`src/rtl/audio_tone_gen.sv`:
```
// Multi-channel audio test-tone generator: saw/square/triangle/mute per channel,
// with per-channel attenuation, phase sync and FIFO-full throttling.
module audio_tone_gen #(
   parameter int AUDIO_WIDTH = 16,
   parameter int CHANNELS    = 2,
   parameter int PHASE_WIDTH = 24
) (
   input  logic                            clk,
   input  logic                            reset,
   input  logic                            run,
   input  logic                            sync,
   input  logic [CHANNELS*PHASE_WIDTH-1:0] inc,
   input  logic [CHANNELS*2-1:0]           mode,
   input  logic [CHANNELS*3-1:0]           shift,
   input  logic                            sample_full,
   output logic                            sample_en,
   output logic [CHANNELS*AUDIO_WIDTH-1:0] sample_data,
   output logic [31:0]                     sample_count
);

   localparam int W = AUDIO_WIDTH;

   logic [PHASE_WIDTH-1:0]  phase_q [CHANNELS];
   logic [PHASE_WIDTH-1:0]  phase_d [CHANNELS];
   logic [CHANNELS*W-1:0]   sample_q, sample_d;
   logic                    en_q, en_d;
   logic [31:0]             count_q, count_d;
   logic                    push;

   // Waveform shaping on the top W bits of the phase; "- H" is an MSB flip.
   function automatic logic signed [W-1:0] wave_f(input logic [W-1:0] p,
                                                  input logic [1:0]   md);
      logic signed [W-1:0] r;
      r = '0;
      case (md)
         2'd0: r = {~p[W-1], p[W-2:0]};
         2'd1: r = p[W-1] ? {1'b1, {(W-1){1'b0}}} : {1'b0, {(W-1){1'b1}}};
         2'd2: r = p[W-1] ? {p[W-2], ~p[W-3:0], 1'b0}
                          : {~p[W-2], p[W-3:0], 1'b0};
         default: r = '0;
      endcase
      return r;
   endfunction

   function automatic logic signed [W-1:0] gain_f(input logic signed [W-1:0] x,
                                                  input logic [2:0]          sh);
      return x >>> sh;
   endfunction

   always_comb begin
      push     = run & ~sample_full;
      en_d     = push;
      sample_d = sample_q;
      count_d  = push ? count_q + 32'd1 : count_q;
      for (int c = 0; c < CHANNELS; c++) begin
         phase_d[c] = phase_q[c];
         if (push) begin
            sample_d[(CHANNELS-c)*W-1 -: W] =
               gain_f(wave_f(phase_q[c][PHASE_WIDTH-1 -: W],
                             mode[(CHANNELS-c)*2-1 -: 2]),
                      shift[(CHANNELS-c)*3-1 -: 3]);
            phase_d[c] = phase_q[c] + inc[(CHANNELS-c)*PHASE_WIDTH-1 -: PHASE_WIDTH];
         end
         // sync wins over the increment but not over the sample of this push
         if (sync) phase_d[c] = '0;
      end
   end

   always_ff @(posedge clk) begin
      if (reset) begin
         en_q     <= 1'b0;
         sample_q <= '0;
         count_q  <= '0;
         for (int c = 0; c < CHANNELS; c++) phase_q[c] <= '0;
      end else begin
         en_q     <= en_d;
         sample_q <= sample_d;
         count_q  <= count_d;
         for (int c = 0; c < CHANNELS; c++) phase_q[c] <= phase_d[c];
      end
   end

   assign sample_en    = en_q;
   assign sample_data  = sample_q;
   assign sample_count = count_q;

endmodule

```
`config.mk`:
```
export PLATFORM = sky130hd
export DESIGN_NAME = audio_tone_gen
export DESIGN_NICKNAME = d
export VERILOG_FILES = /design/src/rtl/audio_tone_gen.sv
export SDC_FILE = /design/constraint.sdc
export NUM_CORES = 1
export LEC_CHECK = 0
export BUFFER_PORTS_ARGS = -buffer_cell sky130_fd_sc_hd__buf_2
export CORE_AREA = 3 3 136 112
export CTS_BUF_LIST = sky130_fd_sc_hd__clkbuf_8
export CTS_CLUSTER_DIAMETER = 50
export DETAILED_ROUTE_END_ITERATION = 7
export DIE_AREA = 0 0 139 115
export GPL_TIMING_DRIVEN = 0
export HOLD_SLACK_MARGIN = 0.05
export PLACE_DENSITY = 0.9
export REMOVE_ABC_BUFFERS = 1
export SYNTH_ARGS = -nofsm -noshare
export SYNTH_HDL_FRONTEND = slang
export SYNTH_SLANG_ARGS = --single-unit
```
`constraint.sdc`:
```
create_clock -name clk -period 7.2 [get_ports clk]
set_input_delay 0.36 -clock clk [delete_from_list [all_inputs] [get_ports clk]]
set_output_delay 0.36 -clock clk [all_outputs]
set_load 0.02 [all_outputs]
```
==> results of run 1 <==
[area by class of cell]
type / instances / share of cell area (%)
Clock inverter: 13 / 1.772
Clock buffer: 19 / 2.764
Sequential cell: 113 / 23.91
Tap cell: 184 / 2.434
Timing Repair Buffer: 130 / 7.261
Inverter: 20 / 0.7935
Multi-Input combinational cell: 834 / 61.06
[worst paths after layout]
| kind | from | end | slack [ns] | cells after the start |
|---|---|---|---|---|
| worst min register to register | sample_data[7] | sample_data[7] | 0.45 | 2 |
| worst max-delay path | phase_q[0][0] | phase_q[0][18] | 4.29 | 9 |
| worst min-delay path | sync | phase_q[0][46] | 0.26 | 4 |
| worst max register to register | phase_q[0][0] | phase_q[0][18] | 4.29 | 9 |
[synth_stat cells (all sizes together), types with 6 or more instances]
cell type  number
a21oi         117
a211o           6
nand3          28
nor3           18
dfxtp         113
and2            8
and3           12
mux2            7
ha             47
nor2b          11
nand2b          7
nand4          13
o211ai         11
nor2           76
nand3b          8
a2bb2oi        28
a221oi          6
o21ai          50
mux4           22
mux2i          24
a211oi         18
xor2           29
inv            20
buf            10
a21o           24
a31oi           6
xnor2          26
or3             8
nand2         130
clkbuf         57
o22a           28
[kinds of logic (layout without fill, tap and decap cells)]
group,after synthesis,in the layout
AOI/OAI and AO/OA,339,339
xor gates and xnor gates,55,55
adders and majority gates,49,49
buffers and inverters,87,182
DFF,113,113
muxes,53,53
and+or+nand+nor,338,338
[worst register-to-register path, cell delays in order (launching register included)]
cell and delay [ns]:
dfxtp_1 0.32, ha_1 0.21, fa_1 0.41, a21o_1 0.20
a21o_1 0.22, a21boi_0 0.33, o21ai_0 0.31, a311oi_1 0.44
nor3_1 0.09, a221o_1 0.28
[layout by cell type, fill, tap and decap left out, types with 6 or more instances in the layout]
cell type and count:
a211o_1 6, mux2i_1 24, nor3_1 18, a31oi_1 6, nor2_1 75, nor2b_1 10, a21o_1 24, inv_1 22
a211oi_1 18, and2_1 6, mux4_2 22, dfxtp_1 113, a21oi_1 117, a221oi_1 6, xnor2_1 26, o21ai_0 50
o22a_1 28, mux2_2 7, nand3_1 28, clkbuf_8 19, ha_1 47, or3_1 7, xor2_1 29, o211ai_1 11
nand3b_1 8, nand4_1 12, nand2b_1 6, a2bb2oi_1 28, and3_1 11, buf_2 127, nand2_1 130
[stage by stage]
step | util, % | hold WS, ns
global route | 67.32 | 0.2821
CTS | 67.32 | 0.2493
finish | 67.32 | 0.2580
floorplan | - | 0.4291
detailed placement | 64.26 | 0.4404
global placement | 63.81 | 0.4373
[report_power, final]
group	internal (W)	leakage (nW)	switching [W]
logic	0.000134	2.91	0.000185
clock network	0.000389	0.224	0.000270
registers	0.000643	0.916	0.0000166
[flip-flops by register name, indices dropped and copies added (netlist names)]
signal / flops
phase_q: 48
sample_count: 32
sample_data: 32
sample_en: 1
[routing by layer]
metal | track usage (%) | vias up
met5 | 0 | -
met3 | 4.948 | 47
met1 | 35.33 | 3910
li1 | - | 4017
met4 | 9.126 | 0
met2 | 43.16 | 351
==> results.ini, run 1 <==
[pwr]
power_w=0.001638
power-per-cell-area_nw_per_um2=173.1
p_leak_nw=4.053
vdd_drop_max_v=0.0001655

[cts]
clk_latency_ns=0.45
htreeDepth=4
ctsLongestPathBuffers=2
cts_buffers=17
cts_setup_buffers=0
cts.sinks=113
cts.repair.resized=0
path_clk_slew_ns=0.07
cts_tree=done
cts-root-buf=clkbuf_8
hold_buffers=0

[floorplan]
die_h_um=115
die_w_um=139
die_area_um2=15990
io_pins=128
core_um2=14050
rows=39
initial_core_util_pct=59.48

[synthesis]
synth_top_family_by_area=compound AO/OA/AOI/OAI gates
yosysSeqAreaShare_pct=27.06
synth.top_cell.area_share_pct=27.06
synth_area_um2=8359
ys.flop_type=dfxtp_1
avgSynthCellArea_um2=8.084
synthAdderAreaFrac_pct=7.514
synth_top_cell_by_area=dfxtp_1
synth_compound_area_share_pct=26.78
synth-async-reset-ratio_pct=0
synth-simple-area-share_pct=19.16
synthXorXnorAreaFrac_pct=5.763
synth.area.mux_share_pct=9.744
synth_area_leaders=dfxtp_1 27%, ha_1 7.0%, a21oi_1 7.0%
ys_ff_latch=113
synth_edf_count=0
synth_cells=1034
synth_cell_types=66
synth_warnings=0

[critical_path]
worstPathMaxFanout=4
critPathSlowestCell=a311oi_1
crit_arrival_ns=3.26
path_cells=ha_1, fa_1, a21o_1, a21o_1, a21boi_0, o21ai_0, a311oi_1, nor3_1, a221o_1
cp_common_cell=a21o_1
critPathRequiredTime_ns=7.54
critPathBufInv=0
critical_path_class=reg -> reg
crit_path_start_kind=flop
slowest_delay_ns=0.43
cp-end-kind=flop
cp_top_family=compound AO/OA/AOI/OAI gates

[drt]
route.detailed.drc=0
routed-wl-met3_um=1522
drtPass1Iterations=5
wl_per_cell_um=16.58
vias=8325
drtIter0Drc=817
drt-total-wl_um=21770
met1_length_um=9525
antenna_left=0
top_layer=met4
vias_per_cell=6.340
wl_met2_um=10210

[timing]
finalSetupTns_ns=0
period_share_pct=40.46
finalMaxSlewViolations=0
slew_headroom_pct=24.89
finalHoldViolations=0
final.min_clock_period_ns=2.913
worstMarginPinSlew_ns=1.127
finClkSkew_ns=0.007455
max_freq_ghz=0.3433
setup_viol=0
worst_slack_ns=4.287
rsz0062_at_grt=false

[final_layout]
multi_input_area_um2=5777
fin_nets=1228
n_antenna_cell=0
drive_gt1_share_pct=18.07
area_growth_pct=13.17
register_area_um2=2262
instances_no_fill=1313
final.fill_count=1120
stdcell_area_um2=9460

[global_routing]
grt_max_degree=68
grt_pass1_vias=7459
antenna_found_initial=0
grt_use_total_pct=26.33
grt_pass1_wl_um=35330
overflow=0

[place]
dpl_cell_area_um2=9031
portBuffers=127
routabilityCongestion=0.9250
dp.cells=1281
post-dp-hpwl_um=15430
dp_slack_ns=4.164

[outcome]
status=complete, no violations

[worst_hold_path]
hold_path.class=in -> reg

[flow_run]
drv_cap=0

Note: power is estimated with default switching activity, not from simulation.
==> inputs of run 2 (changes only) <==
- ABC_AREA: unset -> 1
- CORE_AREA: 3 3 136 112 -> 3 3 149 122
- DIE_AREA: 0 0 139 115 -> 0 0 152 125
- PLACE_DENSITY: 0.9 -> 0.86
- clock period: 7.2 -> 2.35 ns (I/O delays scaled with it)
==> results.ini, run 2 <==
[drt]
antenna_left=0  ; unchanged
vias=10150  ; +22%
drt-total-wl_um=25260  ; +16%
wl_per_cell_um=13.20  ; -20%
route.detailed.drc=0  ; unchanged
drtIter0Drc=865  ; +5.9%
drtPass1Iterations=5  ; unchanged
vias_per_cell=5.306  ; -16%

[global_routing]
grt_use_total_pct=26.02  ; -0.32 points
overflow=0  ; unchanged
grt_pass1_vias=9070  ; +22%
grt_max_degree=88  ; +29%
antenna_found_initial=0  ; unchanged
grt_pass1_wl_um=42260  ; +20%

[synthesis]
synth_warnings=0  ; unchanged
synth_cell_types=41  ; -38%
synth_common_cells=538 x nand2_1, 213 x inv_1, 159 x nand3_1, 129 x nor2_1, 113 x dfxtp_1
synth_top_cell_by_area=dfxtp_1
yosysSeqAreaShare_pct=24.63  ; -2.4 points
synth_edf_count=0  ; unchanged
ys_ff_latch=113  ; unchanged
synth_cells=1577  ; +53%
synth_most_common_cell=nand2_1
synth_area_um2=9186  ; +9.9%
synth-async-reset-ratio_pct=0  ; unchanged
ys.flop_type=dfxtp_1
synth.top_cell.area_share_pct=24.63  ; -2.4 points
avgSynthCellArea_um2=5.825  ; -28%
synth_area_leaders=dfxtp_1 25%, nand2_1 22%, inv_1 8.7%

[place]
post-dp-hpwl_um=18810  ; +22%
dpl_cell_area_um2=9891  ; +9.5%
routabilityCongestion=0.9460  ; +2.3%
portBuffers=127  ; unchanged
dp.cells=1875  ; +46%

[final_layout]
largest-register=phase_q
largest_reg_flops=48  ; unchanged
stdcell_area_um2=10380  ; +9.7%
drive_gt1_share_pct=11.28  ; -6.8 points
n_antenna_cell=0  ; unchanged
instances_no_fill=1913  ; +46%
final_cell_mix=538 x nand2_1, 212 x inv_1, 159 x nand3_1, 129 x nor2_1, 127 x buf_2
fin_nets=1792  ; +46%
area_growth_pct=13.02
layout_commonest_cell=nand2_1

[timing]
finalHoldViolations=0  ; unchanged
slew_headroom_pct=19.21  ; -5.7 points
finClkSkew_ns=0.01583  ; +0.008371 ns
fin_hold_ws_ns=0.06133  ; -0.1967 ns
setup_viol=0  ; unchanged
max_freq_ghz=0.4738  ; +38%
worstMarginPinSlew_ns=1.204  ; +0.07774 ns
period_share_pct=89.80  ; +49 points
rsz0062_at_grt=false
finalSetupTns_ns=0  ; unchanged
final.min_clock_period_ns=2.110  ; -0.8029 ns
finalMaxSlewViolations=0  ; unchanged

[floorplan]
io_pins=128  ; unchanged
rows=42  ; +7.7%
die_h_um=125  ; +8.7%
die_w_um=152  ; +9.4%
core_um2=16610  ; +18%
initial_core_util_pct=55.32  ; -4.2 points
die_area_um2=19000  ; +19%

[critical_path]
critPathRequiredTime_ns=2.71  ; -4.83 ns
worstPathMaxFanout=4  ; unchanged
crit_start=phase_q[0][0]
critical_path_class=reg -> reg
crit_path_start_kind=flop
cp-end-kind=flop
crit_arrival_ns=2.47  ; -0.79 ns
timing.rr.start=phase_q[0][0]

[cts]
ctsLongestPathBuffers=2  ; unchanged
cts_tree=done
cts.sinks=113  ; unchanged
htreeDepth=4  ; unchanged
path_clk_slew_ns=0.08  ; about the same
cts_setup_buffers=0  ; unchanged
cts-root-buf=clkbuf_8
clk_latency_ns=0.46  ; about the same
cts_buffers=17  ; unchanged

[pwr]
vdd_drop_max_v=0.0003719  ; +120%
power_w=0.005053  ; +210%
p_leak_nw=5.687  ; +40%
power-per-cell-area_nw_per_um2=486.7  ; +180%

[flow_run]
drv_cap=0  ; unchanged

[outcome]
status=complete, no violations

[worst_hold_path]
hold_path.class=in -> reg
hp-start=inc[24]

==> run 2: changes by cell type in the layout (fill, tap and decap cells not counted), moves of 11 or more <==
cell       before  now
nor2_1         75  129
nand3_1        28  159
o21ai_0        50   74
o22a_1         28    0
xnor2_1        26    8
nand4_1        12   36
mux2i_1        24    0
inv_1          22  212
mux4_2         22    0
a211oi_1       18    0
a2bb2oi_1      28    0
and3_1         11    0
nand2_1       130  538
a21o_1         24    4
==> run 2: where the power goes <==
| part | switching, W | internal (W) |
|---|---|---|
| Clock | 0.000994 | 0.000976 |
| Combinational | 0.000691 | 0.000361 |
| Sequential | 0.0000533 | 0.00198 |
| Total | 0.00174 | 0.00331 |
==> run 2: path summary, 6_finish.rpt <==
check	to	slack, ns	cells after the start
min	phase_q[0][0]	0.06	4
max	phase_q[0][18]	0.24	14
min reg2reg	sample_count[31]	0.48	2
max reg2reg	phase_q[0][18]	0.24	14
==> run 2: layout make-up <==
type	instances	area [µm²]
Inverter	219	824.5
Sequential cell	113	2265
Clock inverter	15	175.2
Tap cell	220	275.3
Clock buffer	17	234.0
Fill cell	1662	6223
Timing Repair Buffer	134	740.7
Multi-Input combinational cell	1195	5868
==> run 2: layer usage <==
metal	vias to the layer above	track usage (%)	routed length, µm
li1	5256	-	-
met1	4505	35.25	11930
met2	346	42.45	11160
met3	43	4.594	1687
met4	0	8.140	472
met5	-	0	0
==> run 2: repair_timing <==
action | in CTS | in global routing
gates resized for setup | 0 | 4
endpoints found under the setup margin | 0 | 26
hold buffers | 5 | 0
hold endpoints to repair | 10 | 0
==> run 2: metrics by stage <==
step | utilization (%) | setup WS, ns
3_3_place_gp | 59.37 | -0.9614
6_report | 62.52 | 0.2396
2_1_floorplan | - | 0.2603
5_1_grt | 62.52 | 0.03610
3_5_place_dp | 59.56 | -0.04725
4_1_cts | 62.33 | 0.02918
==> run 2: kinds of logic after synthesis <==
| family | Yosys count | share of synthesized area (%) |
|---|---|---|
| AND/OR/NAND/NOR | 908 | 42.10 |
| buffers and inverters | 269 | 11.55 |
| AO/OA/AOI/OAI | 202 | 11.45 |
| flip-flops | 113 | 24.63 |
| adder cells (fa/ha/maj) | 49 | 6.837 |
| XOR/XNOR | 36 | 3.432 |
==> run 2: critical path, cell delays in order, from the launching register on <==
cell and delay [ns]:
dfxtp_1 0.32, ha_1 0.20, fa_1 0.41, nand3_1 0.10, nand2_1 0.14, nand2_1 0.10, nand2_1 0.13, nand2_1 0.09
nand2_1 0.09, nand2_1 0.12, nand2_1 0.06, nand2_1 0.06, nand3_1 0.07, nand2_1 0.10, inv_1 0.04
